**config.mk**
```make
export PLATFORM = sky130hd
export DESIGN_NAME = fric_slave
export DESIGN_NICKNAME = d
export VERILOG_FILES = /design/src/rtl/fric_slave.sv
export SDC_FILE = /design/constraint.sdc
export NUM_CORES = 1
export LEC_CHECK = 0
export CAP_MARGIN = 10
export CORE_MARGIN = 2
export CORE_UTILIZATION = 40
export DETAILED_ROUTE_END_ITERATION = 12
export DONT_BUFFER_PORTS = 1
export GPL_TIMING_DRIVEN = 0
export PLACE_DENSITY = 0.54
export SKIP_CTS_REPAIR_TIMING = 1
export SLEW_MARGIN = 20
export SYNTH_ARGS = -nofsm -noshare
export SYNTH_HDL_FRONTEND = slang
export SYNTH_SLANG_ARGS = --single-unit
```
**constraint.sdc**
```tcl
create_clock -name clk -period 2.2 [get_ports clk]
set_clock_uncertainty 0.1 [all_clocks]
set_input_delay 0.22 -clock clk [delete_from_list [all_inputs] [get_ports clk]]
set_output_delay 0.22 -clock clk [all_outputs]
set_load 0.02 [all_outputs]
```
**src/rtl/fric_slave.sv**
```systemverilog
// fric_slave: byte-serial FRIC responder. Parses write/read requests for
// PORT_ID, strobes a local 16-bit register bus and returns an ack or read
// response. Headers that arrive while a transaction is in flight are dropped.
module fric_slave #(
  parameter logic [3:0] PORT_ID = 4'h0
) (
  input  logic        clk,
  input  logic        rst,
  input  logic [7:0]  fric_in,
  output logic [7:0]  fric_out,
  output logic        wr_stb,
  output logic        rd_stb,
  output logic [7:0]  addr,
  output logic [15:0] wdat,
  input  logic [15:0] rdat,
  output logic        err
);

  localparam logic [3:0] TYPE_WR   = 4'd1;
  localparam logic [3:0] TYPE_RD   = 4'd2;
  localparam logic [3:0] TYPE_WACK = 4'd3;
  localparam logic [3:0] TYPE_RRSP = 4'd4;

  typedef enum logic [2:0] {
    RX_IDLE,
    RX_ADDR,
    RX_DLO,
    RX_DHI,
    RX_SKIP
  } rx_state_t;

  // TX state names the byte currently shown on fric_out.
  typedef enum logic [2:0] {
    TX_IDLE,
    TX_WAIT,
    TX_HDR,
    TX_ADDR,
    TX_DLO,
    TX_DHI
  } tx_state_t;

  rx_state_t   r_rx_state, w_rx_next;
  logic [1:0]  r_skip_cnt, w_skip_next;
  logic        r_rx_wr, w_rx_wr_next;
  logic [7:0]  r_rx_addr;
  logic [7:0]  r_rx_dlo;

  tx_state_t   r_tx_state, w_tx_next;
  logic        r_tx_wait, w_tx_wait_next;
  logic        r_tx_rd;
  logic [15:0] r_rdat;
  logic [7:0]  r_fric_out, w_out_next;

  logic        r_wr_stb, r_rd_stb, r_err;
  logic [7:0]  r_addr;
  logic [15:0] r_wdat;

  logic        w_wr_fire, w_rd_fire, w_err_set;
  logic [3:0]  w_hdr_type, w_hdr_port;
  logic        w_is_req, w_own, w_busy;

  assign w_hdr_type = fric_in[7:4];
  assign w_hdr_port = fric_in[3:0];
  assign w_is_req   = (w_hdr_type == TYPE_WR) || (w_hdr_type == TYPE_RD);
  assign w_own      = (w_hdr_port == PORT_ID);
  assign w_busy     = (r_tx_state != TX_IDLE);

  assign fric_out = r_fric_out;
  assign wr_stb   = r_wr_stb;
  assign rd_stb   = r_rd_stb;
  assign addr     = r_addr;
  assign wdat     = r_wdat;
  assign err      = r_err;

  // RX next-state: header classification, body tracking and completion strobes
  always_comb begin
    w_rx_next    = r_rx_state;
    w_skip_next  = r_skip_cnt;
    w_rx_wr_next = r_rx_wr;
    w_err_set    = 1'b0;
    w_wr_fire    = 1'b0;
    w_rd_fire    = 1'b0;
    case (r_rx_state)
      RX_IDLE: begin
        if (fric_in != '0) begin
          if (w_is_req) begin
            if (w_own && !w_busy) begin
              w_rx_next    = RX_ADDR;
              w_rx_wr_next = (w_hdr_type == TYPE_WR);
            end else begin
              // Drop the body by length; only our own port reports the drop.
              w_rx_next   = RX_SKIP;
              w_skip_next = (w_hdr_type == TYPE_WR) ? 2'd3 : 2'd1;
              w_err_set   = w_own;
            end
          end else begin
            w_err_set = 1'b1;
          end
        end
      end
      RX_ADDR: begin
        if (r_rx_wr) begin
          w_rx_next = RX_DLO;
        end else begin
          w_rd_fire = 1'b1;
          w_rx_next = RX_IDLE;
        end
      end
      RX_DLO: w_rx_next = RX_DHI;
      RX_DHI: begin
        w_wr_fire = 1'b1;
        w_rx_next = RX_IDLE;
      end
      RX_SKIP: begin
        w_skip_next = r_skip_cnt - 2'd1;
        if (r_skip_cnt == 2'd1) w_rx_next = RX_IDLE;
      end
      default: w_rx_next = RX_IDLE;
    endcase
  end

  // RX state register
  always_ff @(posedge clk) begin
    if (rst) begin
      r_rx_state <= RX_IDLE;
      r_skip_cnt <= '0;
      r_rx_wr    <= 1'b0;
    end else begin
      r_rx_state <= w_rx_next;
      r_skip_cnt <= w_skip_next;
      r_rx_wr    <= w_rx_wr_next;
    end
  end

  // Register-bus side: request field capture, strobes, held addr/wdat, err
  always_ff @(posedge clk) begin
    if (rst) begin
      r_rx_addr <= '0;
      r_rx_dlo  <= '0;
      r_wr_stb  <= 1'b0;
      r_rd_stb  <= 1'b0;
      r_err     <= 1'b0;
      r_addr    <= '0;
      r_wdat    <= '0;
    end else begin
      r_wr_stb <= w_wr_fire;
      r_rd_stb <= w_rd_fire;
      r_err    <= w_err_set;
      if (r_rx_state == RX_ADDR) r_rx_addr <= fric_in;
      if (r_rx_state == RX_DLO)  r_rx_dlo  <= fric_in;
      if (w_wr_fire) begin
        r_addr <= r_rx_addr;
        r_wdat <= {fric_in, r_rx_dlo};
      end else if (w_rd_fire) begin
        r_addr <= fric_in;
      end
    end
  end

  // TX next-state: two wait cycles, then header/addr and, for reads, data bytes
  always_comb begin
    w_tx_next      = r_tx_state;
    w_tx_wait_next = r_tx_wait;
    w_out_next     = '0;
    case (r_tx_state)
      TX_IDLE: begin
        if (w_wr_fire || w_rd_fire) begin
          w_tx_next      = TX_WAIT;
          w_tx_wait_next = 1'b0;
        end
      end
      TX_WAIT: begin
        if (r_tx_wait) begin
          w_tx_next  = TX_HDR;
          w_out_next = {(r_tx_rd ? TYPE_RRSP : TYPE_WACK), PORT_ID};
        end else begin
          w_tx_wait_next = 1'b1;
        end
      end
      TX_HDR: begin
        w_tx_next  = TX_ADDR;
        w_out_next = r_addr;
      end
      TX_ADDR: begin
        if (r_tx_rd) begin
          w_tx_next  = TX_DLO;
          w_out_next = r_rdat[7:0];
        end else begin
          w_tx_next = TX_IDLE;
        end
      end
      TX_DLO: begin
        w_tx_next  = TX_DHI;
        w_out_next = r_rdat[15:8];
      end
      TX_DHI:  w_tx_next = TX_IDLE;
      default: w_tx_next = TX_IDLE;
    endcase
  end

  // TX state register, response kind, read-data capture and output byte
  always_ff @(posedge clk) begin
    if (rst) begin
      r_tx_state <= TX_IDLE;
      r_tx_wait  <= 1'b0;
      r_tx_rd    <= 1'b0;
      r_rdat     <= '0;
      r_fric_out <= '0;
    end else begin
      r_tx_state <= w_tx_next;
      r_tx_wait  <= w_tx_wait_next;
      r_fric_out <= w_out_next;
      if (r_tx_state == TX_IDLE && (w_wr_fire || w_rd_fire)) r_tx_rd <= w_rd_fire;
      if (r_tx_state == TX_WAIT && r_tx_wait) r_rdat <= rdat;
    end
  end

endmodule

```
==> impl_metrics.toml, run 1 <==
[worst_setup_path]
critPathMaxFanout = 9
worstSetupEndpoint = "r_rx_dlo[2]$_SDFFE_PP0P_"
reg2reg_depth = 5
r2r_slack_ns = 0.36
max_stage_delay_ns = 0.74
r2r-start = "r_rx_state[1]$_SDFFE_PP0P_"
crit_slowest_cell = "nor3_1"
worstSetupPathType = "flip-flop to flip-flop"
startpoint = "r_rx_state[1]$_SDFFE_PP0P_"
arrival_ns = 2.02
r2r-end = "r_rx_dlo[2]$_SDFFE_PP0P_"
cp-start-kind = "flip-flop"
crit_path_cell_trace = "buf_2 -> inv_1 -> nor3_1 -> nand2_1 -> a21oi_1"
endpoint_kind = "flip-flop"
crit_required_ns = 2.38

[synthesis]
post-synth-top-area-cell = "dfxtp_1"
syn_inst = 374
synth.cell_area_um2 = 3097
ys_warn_count = 0
avgSynthCellArea_um2 = 8.280
synth_cell_types = 42
synth_seq_area_share = 0.5042
yosysTopAreaCellShare = 0.5042
synth_edf_count = 0
yosys_register_bits = 78
ys_top_cells_by_area = "dfxtp_1, nand2_1, a21oi_1, nor2_1, mux2i_1"
async_flop_share = 0
synth_ff_type = "dfxtp_1"
syn_nets = 401

[finish]
fin_util = 0.4882
layout_common_cells = "nand2_1, dfxtp_1, a21oi_1, nor2_1, dlygate4sd3_1"
fillers = 772
seq_area_um2 = 1562
final_common_cell = "nand2_1"
antennaDiodeCount = 0
syn2layout_area_growth_pct = 19.92
final_cells = 514
layout-drive-gt1-share = 0.09466
multiInputGateArea_um2 = 1379
fin_nets = 434

[floorplanning]
core_um2 = 7607
ioPinCount = 61
die_area_um2 = 8461
dieHeight_um = 91.99
start_util = 0.4071
rows = 32
die_w_um = 91.99

[sta]
fin_tns_setup_ns = 0
hold_slack_ns = 0.06857
maxSlewHeadroom = 0.4039
hold_violations = 0
drv_slew = 0
clock.fmax_mhz = 544.0
worst_pin_slew_ns = 0.8873
fin_ws_ns = 0.3619
rsz0062_at_grt = "no"
fin_crit_sh = 0.8355
period_needed_ns = 1.838
setup_viol = 0

[status]
status = "complete, no violations"

[route]
route.antenna.remaining_nets = 0
firstDrtPassIters = 4
avgViaCountPerCell = 5.216
post_drt_wl_per_cell_um = 15.72
drt_iter0_drc = 136
num_vias = 2681
wl_mm = 8.078
drc = 0

[clocking]
cts_tree = "done"
numCtsBuffers = 9
clock-sinks = 78
cts.path.max_buffers = 2
htreeDepth = 3
clock_latency_ns = 0.35
cts_root_buffer = "clkbuf_8"
clk_pin_slew_ns = 0.08

[global_routing]
grt_pass1_vias = 2479
grt_first_pass_wirelength_mm = 12.63
grtUsageTotal = 0.1921
antenna_found_initial = 0
overflow = 0
grt_max_degree = 15

[flow_run]
cap_violations = 0

[placement]
place_ws_ns = 0.3652
place_inst = 476
dp.final_hpwl_mm = 5.506
gp_congestion = 0.8125
portBuffers = 0

[pwr]
power_per_cell_area_nw_per_um2 = 796.1
leakage_uw = 0.001265
ir_drop_v = 0.0003805

[hold_path]
hp-class = "input port to flip-flop"
power breakdown:
part	internal (uW)	leakage, uW	switching (uW)
clock	874	0.000130	542
sequential	1420	0.000629	9.90
combinational	48.2	0.000507	64.3
total	2340	0.00127	616
worst min-delay path by stage:
stage                           from  cells after the start                         end
final                     fric_in[3]                      3  r_rx_state[0]$_SDFFE_PP0P_
after global routing      fric_in[3]                      3  r_rx_state[0]$_SDFFE_PP0P_
after CTS                    rdat[9]                      2      r_rdat[9]$_SDFFE_PP0P_
after detailed placement  fric_in[7]                      2       wdat[15]$_SDFFE_PP0P_
after global placement    fric_in[7]                      2    r_rx_dlo[7]$_SDFFE_PP0P_
after floorplan              rdat[0]                      2      r_rdat[0]$_SDFFE_PP0P_
kinds of logic (layout without fill, tap and decap cells):
family,after synthesis,in the layout,synth area share
AO/OA/AOI/OAI,89,89,0.1749
XOR/XNOR,1,1,0.002829
adder cells (fa/ha/maj),1,1,0.004040
buffers and inverters,30,68,0.05051
flip-flops,78,78,0.5042
multiplexers,9,9,0.02909
AND/OR/NAND/NOR,166,166,0.2343
metal layers:
metal / part of all wire / vias up / track usage
met5: 0 / - / 0
met4: 0.016 / 0 / 0.06716
met3: 0.058 / 12 / 0.05670
met2: 0.46 / 70 / 0.3009
met1: 0.47 / 1259 / 0.2527
li1: - / 1340 / -
worst max-delay path, delay by kind of cell, from the launching register on:
kind | cells | cell delay [ns]
AO/OA/AOI/OAI | 1 | 0.16
buffers and inverters | 2 | 0.31
flip-flops | 1 | 0.31
AND/OR/NAND/NOR | 2 | 0.88
layout make-up:
| cell class | instances | area share |
|---|---|---|
| Sequential cell | 78 | 0.4205 |
| Multi-Input combinational cell | 266 | 0.3713 |
| Timing Repair Buffer | 22 | 0.05930 |
| Clock inverter | 7 | 0.03908 |
| Buffer | 27 | 0.03908 |
| Tap cell | 102 | 0.03437 |
| Clock buffer | 9 | 0.03336 |
| Inverter | 3 | 0.003032 |
stage by stage:
| stage | power [uW] | cell area, um^2 |
|---|---|---|
| 2_1_floorplan | 1512 | 3097 |
| 3_3_place_gp | 1532 | 3224 |
| 3_5_place_dp | 1534 | 3224 |
| 4_1_cts | 2959 | 3493 |
| 5_1_grt | 3076 | 3714 |
| 6_report | 2956 | 3714 |
synth_stat cells (4+ instances only):
master	number
nor2_1	30
buf_4	4
a22oi_1	9
o21ai_0	5
mux2i_1	9
buf_2	11
clkbuf_1	10
nor3_1	5
nand2_1	103
a21oi_1	53
a311oi_1	8
nor2b_1	6
dfxtp_1	78
a2bb2oi_1	5
flip-flops by register name, summed over array words and instances, names as in the netlist, 2 cells and up:
signal      cells
r_rdat         16
wdat           16
addr            8
fric_out        8
r_rx_addr       8
r_rx_dlo        8
r_rx_state      3
r_tx_state      3
r_skip_cnt      2
Power figures use the tool's default switching activity.
==> inputs of run 2 (changes only) <==
Settings changed: PLACE_DENSITY 0.54 to 0.56.
Clock period 2.2 ns to 1.6 ns, I/O delays scaled along.
==> run 2 against run 1 <==
The flow now finishes with violations (negative hold slack). Maximum frequency grew 16%. Sequential power grew 37%. Die area is the same. Critical path depth shrank 1. Core utilization grew 2.2 points. First-iteration DRC count shrank 22%. Combinational power grew 27%. Hold slack lost 0.23 ns. Largest power group unchanged. Critical endpoint is now r_tx_rd$_SDFFE_PP0P_.
==> impl_metrics.toml, run 2 (synthesis gave the netlist of run 1 again) <==
[sta]
rsz0062_at_grt = "yes"
maxSlewHeadroom = 0.6140
clock.fmax_mhz = 633.5
setup_viol = 0
hold_slack_ns = -0.1609
hold_violations = 21
worst_pin_slew_ns = 0.5789
period_needed_ns = 1.579
fin_crit_sh = 0.9866
drv_slew = 0

[global_routing]
grtUsageTotal = 0.1909
grt_pass1_vias = 2442
overflow = 0
grt_first_pass_wirelength_mm = 12.56
antenna_found_initial = 0
grt_max_degree = 14

[worst_setup_path]
crit_slowest_cell = "or4_4"
critPathMaxFanout = 10
crit_path_cell_trace = "buf_6 -> or3_4 -> or4_4 -> a21oi_2"
worstSetupPathType = "flip-flop to flip-flop"
cp-start-kind = "flip-flop"
crit_required_ns = 1.77
max_stage_delay_ns = 0.42
cp.buffers_inverters = 1
cp_num_cells = 4
reg2reg_depth = 4
endpoint_kind = "flip-flop"
arrival_ns = 1.75
crit_family = "simple AND/OR/NAND/NOR gates"

[clocking]
clock-sinks = 78
htreeDepth = 3
clk_pin_slew_ns = 0.08
numCtsBuffers = 9
clock_latency_ns = 0.35
cts.path.max_buffers = 2
cts_tree = "done"
cts_root_buffer = "clkbuf_8"

[placement]
gp_congestion = 0.7958
place_inst = 476
dp.final_hpwl_mm = 5.425
portBuffers = 0

[finish]
layout-drive-gt1-share = 0.1707
multiInputGateArea_um2 = 1474
fillers = 742
final_common_cell = "nand2_1"
fin_util = 0.5102
syn2layout_area_growth_pct = 25.33
final_cells = 518
antennaDiodeCount = 0
layout_common_cells = "nand2_1, dfxtp_1, a21oi_1, nor2_1, dlygate4sd3_1"
seq_area_um2 = 1572
fin_nets = 438

[route]
firstDrtPassIters = 4
drt_iter0_drc = 106
post_drt_wl_per_cell_um = 15.72
num_vias = 2675
route.antenna.remaining_nets = 0
avgViaCountPerCell = 5.164
drc = 0
wl_mm = 8.142

[floorplanning]
die_area_um2 = 8461
core_um2 = 7607
dieHeight_um = 91.99
rows = 32
ioPinCount = 61
die_w_um = 91.99
start_util = 0.4071

[pwr]
leakage_uw = 0.001335
finalPower_uw = 3794
ir_drop_v = 0.0005501
power_per_cell_area_nw_per_um2 = 977.6

[status]
status = "complete, but fails checks"
violations = "negative hold slack"

[hold_path]
worst_hold_path.num_cells = 2
hp-class = "input port to flip-flop"

[flow_run]
cap_violations = 0
==> run 2: cell type report <==
class                   count  share of cell area
plain buffers              27             0.05384
clock buffers              11             0.03901
clock inverters             5             0.02095
inverters                   3            0.002901
multi-input cells         266              0.3798
flip-flops and latches     78              0.4049
well taps                 102             0.03288
repair buffers             26             0.06576
==> run 2: worst reg2reg max path, cell delays in order, from the launching register on <==
cell,delay [ns]
dfxtp_2,0.33
buf_6,0.14
or3_4,0.40
or4_4,0.43
a21oi_2,0.12
==> run 2: where the power goes <==
| group | internal [uW] | switching, uW | leakage (uW) | total [uW] |
|---|---|---|---|---|
| Sequential | 1950 | 12.6 | 0.000631 | 1960 |
| Clock | 964 | 727 | 0.000116 | 1690 |
| Combinational | 63.0 | 80.1 | 0.000588 | 143 |
==> run 2: path summary, 6_finish.rpt <==
kind,end,startpoint,slack (ns)
setup / recovery,r_tx_rd$_SDFFE_PP0P_,r_tx_state[2]$_SDFFE_PP0P_,0.02
hold / removal,r_rx_dlo[0]$_SDFFE_PP0P_,fric_in[0],-0.16
setup reg to reg,r_tx_rd$_SDFFE_PP0P_,r_tx_state[2]$_SDFFE_PP0P_,0.02
hold reg to reg,wdat[5]$_SDFFE_PP0P_,r_rx_dlo[5]$_SDFFE_PP0P_,0.35
==> run 2: metal layers <==
layer,track usage,routed length (um),vias up
li1,-,-,1345
met3,0.06738,623,9
met5,0,0,-
met2,0.3021,3781,84
met4,0.07463,109,0
met1,0.2384,3627,1237
==> run 2: metrics by stage <==
stage / cell area [um^2] / hold WS, ns / TNS [ns] / setup slack [ns]
after global routing: 3881 / -0.1700 / -0.06080 / -0.02576
after floorplan: 3097 / 0.1960 / 0 / 0.06905
after detailed placement: 3224 / 0.2022 / -5.465 / -0.2705
final: 3881 / -0.1609 / 0 / 0.02147
after CTS: 3457 / -0.1741 / -5.455 / -0.2902
after global placement: 3224 / 0.1993 / -4.812 / -0.1982
==> inputs of run 3 (changes only) <==
Settings changed: PLACE_DENSITY 0.56 to 0.54.
Clock period 1.6 ns to 1.95 ns, I/O delays scaled along.
==> run 3 against run 2 <==
The run now ends clean. Count of clock-buffer cells in the layout down 2. Combinational power fell by 11%. Sequential share of layout area rose by 1.5 points. Flip-flop and latch count did not move. Global-route usage up 0.12 points. Via count about the same. Setup slack improved by 0.11 ns. First-iteration DRC count increased by 32%. Critical path depth up 2. Power fell by 12%.
==> impl_metrics.toml, run 3 (synthesis gave the netlist of run 1 again) <==
[worst_setup_path]
cp.buffers_inverters = 2
cp_num_cells = 6
worstSetupPathType = "flip-flop to flip-flop"
endpoint_kind = "flip-flop"
crit_path_cell_trace = "buf_2 -> nor3b_1 -> nand2_1 -> clkbuf_1 -> nand2_1 -> a21oi_1"
critPathMaxFanout = 10
crit_required_ns = 2.08
max_stage_delay_ns = 0.31
reg2reg_depth = 6
arrival_ns = 1.94
crit_family = "simple AND/OR/NAND/NOR gates"
cp-start-kind = "flip-flop"
path_common_cell = "nand2_1"
crit_slowest_cell = "dfxtp_1"

[clocking]
cts_root_buffer = "clkbuf_8"
clock-sinks = 78
htreeDepth = 3
cts_tree = "done"
clock_latency_ns = 0.35
cts.path.max_buffers = 2
numCtsBuffers = 9
clk_pin_slew_ns = 0.09

[global_routing]
grt_max_degree = 15
grt_pass1_vias = 2479
overflow = 0
grt_first_pass_wirelength_mm = 12.63
antenna_found_initial = 0
grtUsageTotal = 0.1921

[sta]
fin_ws_ns = 0.1351
clock.fmax_mhz = 551.0
setup_viol = 0
fin_crit_sh = 0.9307
drv_slew = 0
hold_violations = 0
maxSlewHeadroom = 0.5715
worst_pin_slew_ns = 0.6427
fin_tns_setup_ns = 0
rsz0062_at_grt = "no"
hold_slack_ns = 0.04407
period_needed_ns = 1.815

[route]
post_drt_wl_per_cell_um = 15.75
num_vias = 2677
drc = 0
firstDrtPassIters = 4
wl_mm = 8.095
route.antenna.remaining_nets = 0
avgViaCountPerCell = 5.208
drt_iter0_drc = 140

[floorplanning]
dieHeight_um = 91.99
rows = 32
ioPinCount = 61
core_um2 = 7607
start_util = 0.4071
die_area_um2 = 8461
die_w_um = 91.99

[placement]
dp.final_hpwl_mm = 5.506
portBuffers = 0
place_ws_ns = 0.1249
placed_cell_area_um2 = 3224
gp_congestion = 0.8125

[pwr]
ir_drop_v = 0.0004272
power_per_cell_area_nw_per_um2 = 896.9
leakage_uw = 0.001266

[finish]
stdcell_area_um2 = 3719
layout_common_cells = "nand2_1, dfxtp_1, a21oi_1, nor2_1, dlygate4sd3_1"
multiInputGateArea_um2 = 1384
fin_util = 0.4888
antennaDiodeCount = 0
fin_nets = 434
layout-drive-gt1-share = 0.09709
syn2layout_area_growth_pct = 20.08
seq_area_um2 = 1562
final_common_cell = "nand2_1"
fillers = 771

[status]
status = "complete, no violations"

[flow_run]
cap_violations = 0

[hold_path]
worst_hold_path.num_cells = 4
hp-class = "input port to flip-flop"
==> run 3: per-layer routing <==
metal  global-route usage  routed length, um  up-vias
li1                     -                  -     1339
met1               0.2527               3797     1254
met4              0.06716                149        0
met2               0.3009               3681       71
met5                    0                  0        -
met3              0.05670                465       13
==> run 3: worst register-to-register path, delay by kind of cell, from the launching register on <==
family                 cells  cell delay [ns]
and+or+nand+nor            3             0.74
buffers and inverters      2             0.47
DFF                        1             0.31
AOI/OAI and AO/OA          1             0.07
==> run 3: where the power goes <==
group          total (uW)  internal [uW]  switching [uW]
clock network        1600            986             611
logic                 127           54.4            72.8
registers            1610           1600            11.5
total                3340           2640             695
==> run 3: per-stage QoR <==
step / total power [uW] / instances
after floorplan: 1705 / 374
after global placement: 1729 / 476
after detailed placement: 1731 / 476
after CTS: 3339 / 492
after global routing: 3470 / 514
final: 3335 / 514
==> run 3: worst paths after layout <==
path / startpoint / slack [ns] / to
worst max-delay path: r_tx_state[2]$_SDFFE_PP0P_ / 0.14 / r_rdat[8]$_SDFFE_PP0P_
worst min-delay path: fric_in[3] / 0.04 / r_rx_wr$_SDFFE_PP0P_
worst max register to register: r_tx_state[2]$_SDFFE_PP0P_ / 0.14 / r_rdat[8]$_SDFFE_PP0P_
worst min register to register: r_rx_dlo[5]$_SDFFE_PP0P_ / 0.35 / wdat[5]$_SDFFE_PP0P_
==> run 3: final cells by class <==
type	count	area share
sequential	78	0.4199
clock inverter	7	0.03903
buffer	27	0.03903
inverter	3	0.003028
tap	102	0.03432
clock buffer	9	0.03331
multi-input combinational	266	0.3721
timing repair buffer	22	0.05922
